`src/rtl/mux2x1_arbiter.sv`:
```
// ============================================================================
// mux2x1_arbiter : round-robin two-lane arbiter with a registered output stage
// Revision: 1.0 - initial release
// ============================================================================
`default_nettype none

module mux2x1_arbiter #(
    parameter int WIDTH     = 8,
    parameter int MAX_BURST = 4,
    parameter int CNT_W     = 8
) (
    input  logic             clk,
    input  logic             reset,
    input  logic [WIDTH-1:0] in0,
    input  logic             valid0,
    output logic             ready0,
    input  logic [WIDTH-1:0] in1,
    input  logic             valid1,
    output logic             ready1,
    output logic [WIDTH-1:0] out,
    output logic             valid_out,
    input  logic             out_ready,
    output logic             sel
);

    typedef enum logic [1:0] {
        IDLE   = 2'd0,
        GRANT0 = 2'd1,
        GRANT1 = 2'd2
    } state_t;

    localparam logic [CNT_W-1:0] C_LAST_BEAT = CNT_W'(MAX_BURST - 1);
    localparam logic [CNT_W-1:0] C_ONE       = CNT_W'(1);

    state_t             r_state;
    state_t             w_state_nxt;
    logic [CNT_W-1:0]   r_burst_cnt;
    logic [CNT_W-1:0]   w_burst_cnt_nxt;
    logic               r_last_owner;
    logic               w_can_accept;
    logic               w_xfer0;
    logic               w_xfer1;
    logic               w_burst_end;

    // Readiness depends only on grant state and output-slot space, never on valid.
    assign w_can_accept = !valid_out || out_ready;
    assign ready0       = (r_state == GRANT0) && w_can_accept;
    assign ready1       = (r_state == GRANT1) && w_can_accept;
    assign w_xfer0      = valid0 && ready0;
    assign w_xfer1      = valid1 && ready1;
    assign w_burst_end  = (r_burst_cnt == C_LAST_BEAT);

    always_ff @(posedge clk) begin
        if (reset) begin
            r_state      <= IDLE;
            r_burst_cnt  <= '0;
            r_last_owner <= 1'b1;
        end else begin
            r_state     <= w_state_nxt;
            r_burst_cnt <= w_burst_cnt_nxt;
            if (w_xfer0) begin
                r_last_owner <= 1'b0;
            end else if (w_xfer1) begin
                r_last_owner <= 1'b1;
            end
        end
    end

    always_comb begin
        w_state_nxt     = r_state;
        w_burst_cnt_nxt = r_burst_cnt;
        case (r_state)
            IDLE: begin
                w_burst_cnt_nxt = '0;
                if (valid0 && valid1) begin
                    w_state_nxt = r_last_owner ? GRANT0 : GRANT1;
                end else if (valid0) begin
                    w_state_nxt = GRANT0;
                end else if (valid1) begin
                    w_state_nxt = GRANT1;
                end
            end
            GRANT0: begin
                // A full burst or a dropped valid both hand the grant on.
                if ((w_xfer0 && w_burst_end) || !valid0) begin
                    w_burst_cnt_nxt = '0;
                    if (valid1) begin
                        w_state_nxt = GRANT1;
                    end else if (valid0) begin
                        w_state_nxt = GRANT0;
                    end else begin
                        w_state_nxt = IDLE;
                    end
                end else if (w_xfer0) begin
                    w_burst_cnt_nxt = r_burst_cnt + C_ONE;
                end
            end
            GRANT1: begin
                if ((w_xfer1 && w_burst_end) || !valid1) begin
                    w_burst_cnt_nxt = '0;
                    if (valid0) begin
                        w_state_nxt = GRANT0;
                    end else if (valid1) begin
                        w_state_nxt = GRANT1;
                    end else begin
                        w_state_nxt = IDLE;
                    end
                end else if (w_xfer1) begin
                    w_burst_cnt_nxt = r_burst_cnt + C_ONE;
                end
            end
            default: begin
                w_state_nxt     = IDLE;
                w_burst_cnt_nxt = '0;
            end
        endcase
    end

    // Output slot: a new transfer overwrites it; otherwise a consume empties it.
    always_ff @(posedge clk) begin
        if (reset) begin
            out       <= '0;
            valid_out <= 1'b0;
            sel       <= 1'b0;
        end else if (w_xfer0) begin
            out       <= in0;
            sel       <= 1'b0;
            valid_out <= 1'b1;
        end else if (w_xfer1) begin
            out       <= in1;
            sel       <= 1'b1;
            valid_out <= 1'b1;
        end else if (out_ready) begin
            valid_out <= 1'b0;
        end
    end

endmodule

`default_nettype wire

```
`config.mk`:
```
export PLATFORM = sky130hd
export DESIGN_NAME = mux2x1_arbiter
export DESIGN_NICKNAME = d
export VERILOG_FILES = /design/src/rtl/mux2x1_arbiter.sv
export SDC_FILE = /design/constraint.sdc
export NUM_CORES = 1
export LEC_CHECK = 0
export BUFFER_PORTS_ARGS = -buffer_cell sky130_fd_sc_hd__buf_2
export CAP_MARGIN = 25
export CORE_AREA = 3 3 50 52
export CTS_CLUSTER_DIAMETER = 50
export CTS_CLUSTER_SIZE = 8
export DETAILED_ROUTE_END_ITERATION = 8
export DIE_AREA = 0 0 53 55
export PLACE_DENSITY = 0.84
export SETUP_SLACK_MARGIN = 0.15
export SLEW_MARGIN = 5
export SYNTH_ARGS = -nofsm -noshare
export SYNTH_HDL_FRONTEND = slang
export SYNTH_SLANG_ARGS = --single-unit
```
`constraint.sdc`:
```
create_clock -name clk -period 3.01 [get_ports clk]
set_clock_uncertainty 0.05 [all_clocks]
set_input_delay 0.602 -clock clk [delete_from_list [all_inputs] [get_ports clk]]
set_output_delay 0.602 -clock clk [all_outputs]
set_load 0.02 [all_outputs]
```
==> metrics, run 1 <==
GR Util All Layers 17.2%; synthesized area 1070 um^2; Main synth FF type dfxtp_1; CP max FO 12; IR drop worst, VDD about 370 uV; Distinct cells, synth 31; global-route wire length before repair around 3.6 mm; CTS tree yes; Die Wd between 50 and 60 um; pin count of the biggest net entering global routing 15; CTS Hold Buffers Added 0; worst hold slack 0.448 ns; placed cells 176; Synth Area in Compound Gates a little over a fifth; fin crit share roughly 73%; Die H 55 um; routed vias about 1000; Avg WL per Cell 13.7 um; Critical Path Max Stage Delay 0.52 ns; GRT met3 Usage roughly 1.9%; yosys warns 0; DR pass1 iterations 4; die area around 2900 um^2; GR Layer Usage met2 28.9%; Lkg Pwr around 0.53 nW; max_slew headroom 41.1%; M1 GR Usage 21.2%; core area 2150 um^2; antenna-violating nets left 0; post-route setup TNS 0 ns; status complete, no violations; final hold viol count 0; Final Routed Wirelength 2.46 mm; post-synthesis adder-cell area fraction 5.83%; required time worst endpoint roughly 3.2 ns; most common cell after layout, fill and taps aside buf_2; simple-gate share of the synthesized area 18.8%; type of origin of the critical path register; fin cells 180; ys async rst share 0%; Clock transition at path regs 0.12 ns; register bit count reported by yosys 21; Post-CTS Setup Bufs 0; endpoints failing setup 0; largest family of logic cells by synthesized area compound AO/OA/AOI/OAI gates; Area Overhead vs Synth 19.2%; Bufs and invs on worst path 1; drt via density 5.53; critical path type reg -> reg; CTS sink cnt 21; fmax 456 MHz; antenna violations before repair 0; Slew Limit Fails 0; number of global-route vias before repair 832; syn_nets 146; # port buffers 32; delay-heaviest family, CP compound AO/OA/AOI/OAI gates; RSZ-0062 raised after global routing no; post-synthesis mux area share 7.46%; Site Rows 17; busiest grt layer met2; ANT cells 0; grt total ovfl 0; commonest cells after routing, fill and taps aside 32 x buf_2, 21 x nor2_1, 21 x dfxtp_1; fin crit period 2.19 ns; DRC viols 0; nets 179; Synth Area in XOR/XNOR 4.90%; Bufs on Longest Clock Path 2; Slew @ Worst Pin between 0.8 and 0.9 ns; Crit path arrival time ~2.4 ns; Post-synth EDFFs 0; Max-Cap Viols 0; H-Tree Depth 1; initial core utilization 50.0%; critical path's slowest cell or4_1; Root Buffer clkbuf_4; Power Dens Cells 623 nW/um^2; worst-path cell chain inv_1 > ha_1 > a22oi_2 > o2111ai_1 > or4_1 > a21oi_1; Seq/Total Area, Yosys 39.2%; Final Power 0.797 mW; dpl hpwl 1.79 mm; clk_lat worst skew 0.31 ns; CP Capture Type register; HP Class reg -> reg; Synth Area per Inst 8.95 um^2; Synth Instances 120; CTS Buf Count 3; Placer Congestion 0.786; I/O pin cnt 33; Post-CTS Resized 0; layout cells sized above 1 between 20% and 30%; starting DRC count in detailed routing 26
worst reg2reg max path: cells and delay by family (launching register included):
kind                     cells  cell delay [ns]
AO/OA/AOI/OAI                3             0.81
adder cells (fa/ha/maj)      1             0.25
buffers and inverters        1             0.09
flip-flops                   1             0.42
AND/OR/NAND/NOR              1             0.52
cell families (layout without fill, tap and decap cells):
logic type / Yosys count / count (layout)
mux: 8 / 8
simple gates: 41 / 41
compound gates: 32 / 32
xor+xnor: 6 / 6
fa+ha+maj: 5 / 5
buf+inv: 7 / 39
flops: 21 / 21
layer usage:
metal  wire length, um  up-vias  share of wire (%)
met5                 0        -                  0
met4                46        0                1.9
met3               101        5                4.1
met2              1290       38                 52
met1              1030      453                 42
li1                  -      499                  -
synth_stat cells (all sizes together) (2+ instances only):
master    n  area, um^2
a211oi    7        52.6
a21oi     7        35.0
and2      2        12.5
and4      2        17.5
clkbuf    3        11.3
dfxtp    21         420
ha        5        62.6
inv       3        11.3
mux2i     8        80.1
nand2     6        22.5
nor2     22        90.1
nor2b     2        12.5
nor3      2        10.0
o2111ai   3        26.3
o211ai    3        27.5
o21ai     6        30.0
xor2      6        52.6
registers in the layout, indices dropped and copies added, names as in the netlist:
name,cells
valid_out,1
r_last_owner,1
r_state,2
out,8
r_burst_cnt,8
sel,1
metrics by stage:
stage	area [um^2]	utilization [%]	setup WS (ns)
final	1280	59.6	0.817
after global routing	1280	59.6	0.617
after CTS	1280	59.6	0.832
after detailed placement	1250	58.3	0.796
after global placement	1250	58.3	0.924
after floorplan	1070	-	1.09
power by group:
group	internal [mW]	switching, mW	total (mW)
Combinational	0.116	0.195	0.312
Sequential	0.320	0.0283	0.348
Clock	0.0497	0.0877	0.137
area by class of cell:
class                   count  area, um^2
fillers                   191         868
well taps                  28        35.0
multi-input cells          92         626
flip-flops and latches     21         420
inverters                   3        11.3
repair buffers             32         160
clock inverters             1        5.00
clock buffers               3        22.5
path summary, 6_finish.rpt:
path                                  endpoint  slack [ns]  cells past startpoint           start
worst max-delay path            r_burst_cnt[7]        0.82                      6      r_state[1]
worst min-delay path            r_burst_cnt[7]        0.45                      2  r_burst_cnt[7]
worst max register to register  r_burst_cnt[7]        0.82                      6      r_state[1]
worst min register to register  r_burst_cnt[7]        0.45                      2  r_burst_cnt[7]
No activity file was read; power rests on OpenSTA's default activity.
==> run 2: changes to the inputs <==
--- a/config.mk
+++ b/config.mk
@@ -7,12 +7,12 @@
 export LEC_CHECK = 0
 export BUFFER_PORTS_ARGS = -buffer_cell sky130_fd_sc_hd__buf_2
 export CAP_MARGIN = 25
-export CORE_AREA = 3 3 50 52
+export CORE_AREA = 3 3 51 53
 export CTS_CLUSTER_DIAMETER = 50
 export CTS_CLUSTER_SIZE = 8
 export DETAILED_ROUTE_END_ITERATION = 8
-export DIE_AREA = 0 0 53 55
-export PLACE_DENSITY = 0.84
+export DIE_AREA = 0 0 54 56
+export PLACE_DENSITY = 0.81
 export SETUP_SLACK_MARGIN = 0.15
 export SLEW_MARGIN = 5
 export SYNTH_ARGS = -nofsm -noshare
==> constraint.sdc (replaced) <==
create_clock -name clk -period 2.3 [get_ports clk]
set_clock_uncertainty 0.05 [all_clocks]
set_input_delay 0.46 -clock clk [delete_from_list [all_inputs] [get_ports clk]]
set_output_delay 0.46 -clock clk [all_outputs]
set_load 0.02 [all_outputs]
==> run 2 against run 1 <==
  * Cell area increased by 1.4%
  * Sequential share of layout area is 0.44 points lower
  * Clock power rose by 27%
  * Sequential power up 30%
  * Non-clock buffer count is 2 higher
  * Via count up 0.10%
  * Clock-buffer cell count unchanged
==> metrics, run 2 (synthesis results as in run 1) <==
status complete, no violations; clk_lat worst skew 0.30 ns; M1 GR Usage 20.0%; Critical Path Max Stage Delay ~0.42 ns; die area 3020 um^2; Die H 56 um; I/O pin cnt 33; nets 181; pin count of the biggest net entering global routing 15; required time worst endpoint 1.79 ns; Die Wd 54 um; final design utilization 59.2%; busiest grt layer met2; grt total ovfl 0; layout cells sized above 1 roughly 28%; CTS sink cnt 21; Area Overhead vs Synth 20.9%; max_slew headroom 65.8%; fmax 533 MHz; fin crit share approximately four fifths; Power Dens Cells 806 nW/um^2; largest registers out: 8 flops, r_burst_cnt: 8 flops, r_state: 2 flops; GR Util All Layers 16.8%; IR drop worst, VDD roughly 380 uV; endpoints failing setup 0; DR pass1 iterations 4; core area 2190 um^2; CP Capture Type output port; Final Routed Wirelength approximately 2.4 mm; CTS Hold Buffers Added 0; # port buffers 32; Slew @ Worst Pin 0.512 ns; number of global-route vias before repair between 900 and 1000; Lkg Pwr 0.538 nW; HP Class in -> reg; fin crit period 1.88 ns; CTS tree yes; ANT cells 0; GRT met3 Usage under 10%; H-Tree Depth 1; final hold viol count 0; worst-path cell chain inv_1 > ha_1 > and2_1 > buf_2; most common cell after layout, fill and taps aside buf_2; critical path's slowest cell dfxtp_1; post-route setup TNS 0 ns; Max-Cap Viols 0; critical path type reg -> out; type of origin of the critical path register; starting DRC count in detailed routing 14; initial core utilization around 49%; drt via density 5.47; Avg WL per Cell 13.1 um; Slew Limit Fails 0; dpl hpwl 1.91 mm; GR Layer Usage met2 30.1%; Root Buffer clkbuf_4; global-route wire length before repair slightly below 4 mm; Placer Congestion 0.835; CTS Buf Count 3; RSZ-0062 raised after global routing no; routed vias 996; antenna-violating nets left 0; CP max FO 5; DRC viols 0; Bufs on Longest Clock Path 2; commonest cells after routing, fill and taps aside 32 x buf_2, 21 x dfxtp_1, 20 x nor2_1; Clock transition at path regs about 0.12 ns; Crit path arrival time approximately 1.4 ns; Site Rows 17; antenna violations before repair 0
run 2: final cells by class:
class / count / area, um^2
Fill cell: 194 / 893
Multi-Input combinational cell: 92 / 628
Sequential cell: 21 / 420
Timing Repair Buffer: 34 / 175
Tap cell: 28 / 35.0
Clock buffer: 3 / 22.5
Inverter: 3 / 11.3
Clock inverter: 1 / 5.00
run 2: power by group:
| group | total [mW] | internal [mW] | switching (mW) |
|---|---|---|---|
| logic | 0.418 | 0.162 | 0.257 |
| clock network | 0.174 | 0.0647 | 0.109 |
| registers | 0.454 | 0.419 | 0.0355 |
| total | 1.05 | 0.645 | 0.401 |
run 2: stage by stage:
step	std cells	total power, mW	hold slack (ns)	setup slack (ns)	cell area (um^2)
final	182	1.05	0.377	0.423	1300
after detailed placement	178	0.882	0.433	0.238	1270
after global placement	178	0.860	0.419	0.375	1270
after floorplan	120	0.753	0.402	0.573	1070
after global routing	182	1.11	0.416	0.304	1300
after CTS	182	1.06	0.371	0.224	1290
run 2: final timing paths:
path                                      from              to  slack, ns  cells after the start
worst max-delay path                r_state[1]          ready0       0.42                      4
worst min-delay path                    in0[3]          out[3]       0.38                      3
worst max register to register      r_state[1]  r_burst_cnt[7]       0.43                      6
worst min register to register  r_burst_cnt[7]  r_burst_cnt[7]       0.45                      2
run 2: routing by layer:
layer  part of all wire (%)  up-vias
li1                       -      503
met1                     40      472
met2                     55       19
met3                    4.1        2
met4                   0.67        0
met5                      0        -
run 2: what timing repair did:
action,4_1_cts,5_1_grt
endpoints found under the setup margin,0,7
gates resized for setup,0,1
buffers inserted,0,0
run 2: critical path, delay by kind of cell (launching register included):
| family | cells | cell delay [ns] |
|---|---|---|
| fa+ha+maj | 1 | 0.26 |
| buf+inv | 2 | 0.24 |
| simple gates | 1 | 0.16 |
| flops | 1 | 0.42 |
==> run 3: changes to the inputs <==
--- a/config.mk
+++ b/config.mk
@@ -7,12 +7,12 @@
 export LEC_CHECK = 0
 export BUFFER_PORTS_ARGS = -buffer_cell sky130_fd_sc_hd__buf_2
 export CAP_MARGIN = 25
-export CORE_AREA = 3 3 51 53
+export CORE_AREA = 3 3 53 55
 export CTS_CLUSTER_DIAMETER = 50
 export CTS_CLUSTER_SIZE = 8
 export DETAILED_ROUTE_END_ITERATION = 8
-export DIE_AREA = 0 0 54 56
-export PLACE_DENSITY = 0.81
+export DIE_AREA = 0 0 56 58
+export PLACE_DENSITY = 0.79
 export SETUP_SLACK_MARGIN = 0.15
 export SLEW_MARGIN = 5
 export SYNTH_ARGS = -nofsm -noshare
==> constraint.sdc (replaced) <==
create_clock -name clk -period 1.6 [get_ports clk]
set_clock_uncertainty 0.05 [all_clocks]
set_input_delay 0.32 -clock clk [delete_from_list [all_inputs] [get_ports clk]]
set_output_delay 0.32 -clock clk [all_outputs]
set_load 0.02 [all_outputs]
==> run 3 against run 2 <==
  * Worst hold slack lost 0.10 ns
  * Global-route usage up 0.86 points
  * Flip-flop and latch count stayed put
  * The run now ends with setup timing left
==> metrics, run 3 (synthesis results as in run 1) <==
drt via density 5.56; Slew Limit Fails 0; HP Class in -> reg; Critical Path Max Stage Delay 0.44 ns; Final Power 1.85 mW; clk_lat worst skew 0.29 ns; type of origin of the critical path register; switching power slightly above 0.7 mW; most common cell after layout, fill and taps aside buf_2; initial core utilization between 40% and 50%; Bufs and invs on worst path 1; grt total ovfl 0; final hold viol count 0; Die Wd 56 um; combinational share of power around half; die area approximately 3200 um^2; antenna violations before repair 0; fin crit period between 1.5 and 2 ns; critical path's slowest cell or4_4; ANT cells 0; IR drop worst, VDD 702 uV; Root Buffer clkbuf_4; post-route setup TNS -0.129 ns; number of global-route vias before repair 1099; placed cells 191; fin cells 204; Int Power 1.14 mW; CTS sink cnt 21; multi-input logic area between 700 and 800 um^2; endpoints failing setup 5; placed instance area 1380 um^2; Clock transition at path regs 0.11 ns; final setup margin -0.0384 ns; Power Dens Cells about 1100 nW/um^2; CTS Hold Buffers Added 0; Placer Congestion 0.943; Bufs on Longest Clock Path 2; Die H 58 um; DR pass1 iterations 4; switching part of the total about two fifths; Slew @ Worst Pin 0.367 ns; required time worst endpoint 1.78 ns; core area 2430 um^2; pin count of the biggest net entering global routing 15; largest registers out: 8 flops, r_burst_cnt: 8 flops, r_state: 2 flops; Max-Cap Viols 0; DRC viols 0; routed vias 1135; Final Routed Wirelength 3.09 mm; CP max FO 3; global-route wire length before repair 4.65 mm; fill count 182; Avg WL per Cell 15.1 um; max_slew headroom 75.5%; commonest cells after routing, fill and taps aside 30 x buf_2, 20 x nor2_1, 18 x dfxtp_1, 18 x buf_4; dpl ws -0.169 ns; worst r2r src r_state[0]; Area Overhead vs Synth 50.5%; Seq. cell area 429 um^2; Crit path arrival time roughly 1.8 ns; dpl hpwl about 2.1 mm; fmax 610 MHz; worst-path cell chain inv_4 > ha_4 > a22oi_2 > o2111ai_2 > or4_4 > a21oi_2; antenna-violating nets left 0; GR Util All Layers 17.6%; Lkg Pwr 0.658 nW; H-Tree Depth 1; Site Rows 18; CP Capture Type register; delay-heaviest family, CP compound AO/OA/AOI/OAI gates; clock power share 13.3%; starting DRC count in detailed routing 48; post-route cell area 1620 um^2; CTS tree yes; critical path type reg -> reg; layout cells sized above 1 about 48%; CTS Buf Count 3; fin crit share 102%; failing checks setup timing; # port buffers 32; Hold Crit Start in0[3]; beginning of the critical path r_state[0]; status finished, violations left; nets 201; sequential power share 36.6%; I/O pin cnt 33; RSZ-0062 raised after global routing yes
## run 3: timing repair
| action | CTS | global route |
|---|---|---|
| endpoints found under the hold margin | 0 | 0 |
| pin swaps | 5 | 9 |
| buffers inserted | 5 | 3 |
| cloned | 0 | 1 |
| endpoints found under the setup margin | 20 | 20 |
| gates resized for setup | 22 | 13 |
## run 3: cell type report
cell class / instances / share of cell area (%)
clock buffers: 4 / 1.63
inverters: 3 / 1.01
multi-input cells: 93 / 46.8
flip-flops and latches: 21 / 26.6
well taps: 30 / 2.32
repair buffers: 53 / 21.7
## run 3: tightest hold or removal path, stage by stage
cell and delay [ns]:
buf_2 0.08, a32oi_1 0.05, a21oi_1 0.14
## run 3: final timing paths
kind | slack (ns) | cells past startpoint | end
worst min register to register | 0.45 | 2 | out[3]
worst min-delay path | 0.28 | 3 | out[3]
worst max register to register | -0.04 | 6 | r_burst_cnt[7]
worst max-delay path | -0.04 | 6 | r_burst_cnt[7]
## run 3: power groups by stage
stage,registers [mW],clock network (mW),logic [mW]
global placement,0.670,0,0.656
finish,0.676,0.246,0.928
CTS,0.672,0.255,0.825
detailed placement,0.674,0,0.688
global route,0.686,0.273,0.999
floorplan,0.740,0,0.379
## run 3: through the flow
step / util [%] / hold slack [ns]
5_1_grt: 66.4 / 0.267
3_3_place_gp: 56.7 / 0.417
4_1_cts: 62.9 / 0.254
2_1_floorplan: - / 0.380
3_5_place_dp: 56.7 / 0.427
6_report: 66.4 / 0.277
## run 3: per-layer routing
layer,vias up,track usage (%),share of wire [%]
li1,543,-,-
met1,543,21.1,41
met2,38,32.1,53
met3,11,2.00,3.0
met4,0,7.12,3.4
met5,-,0,0
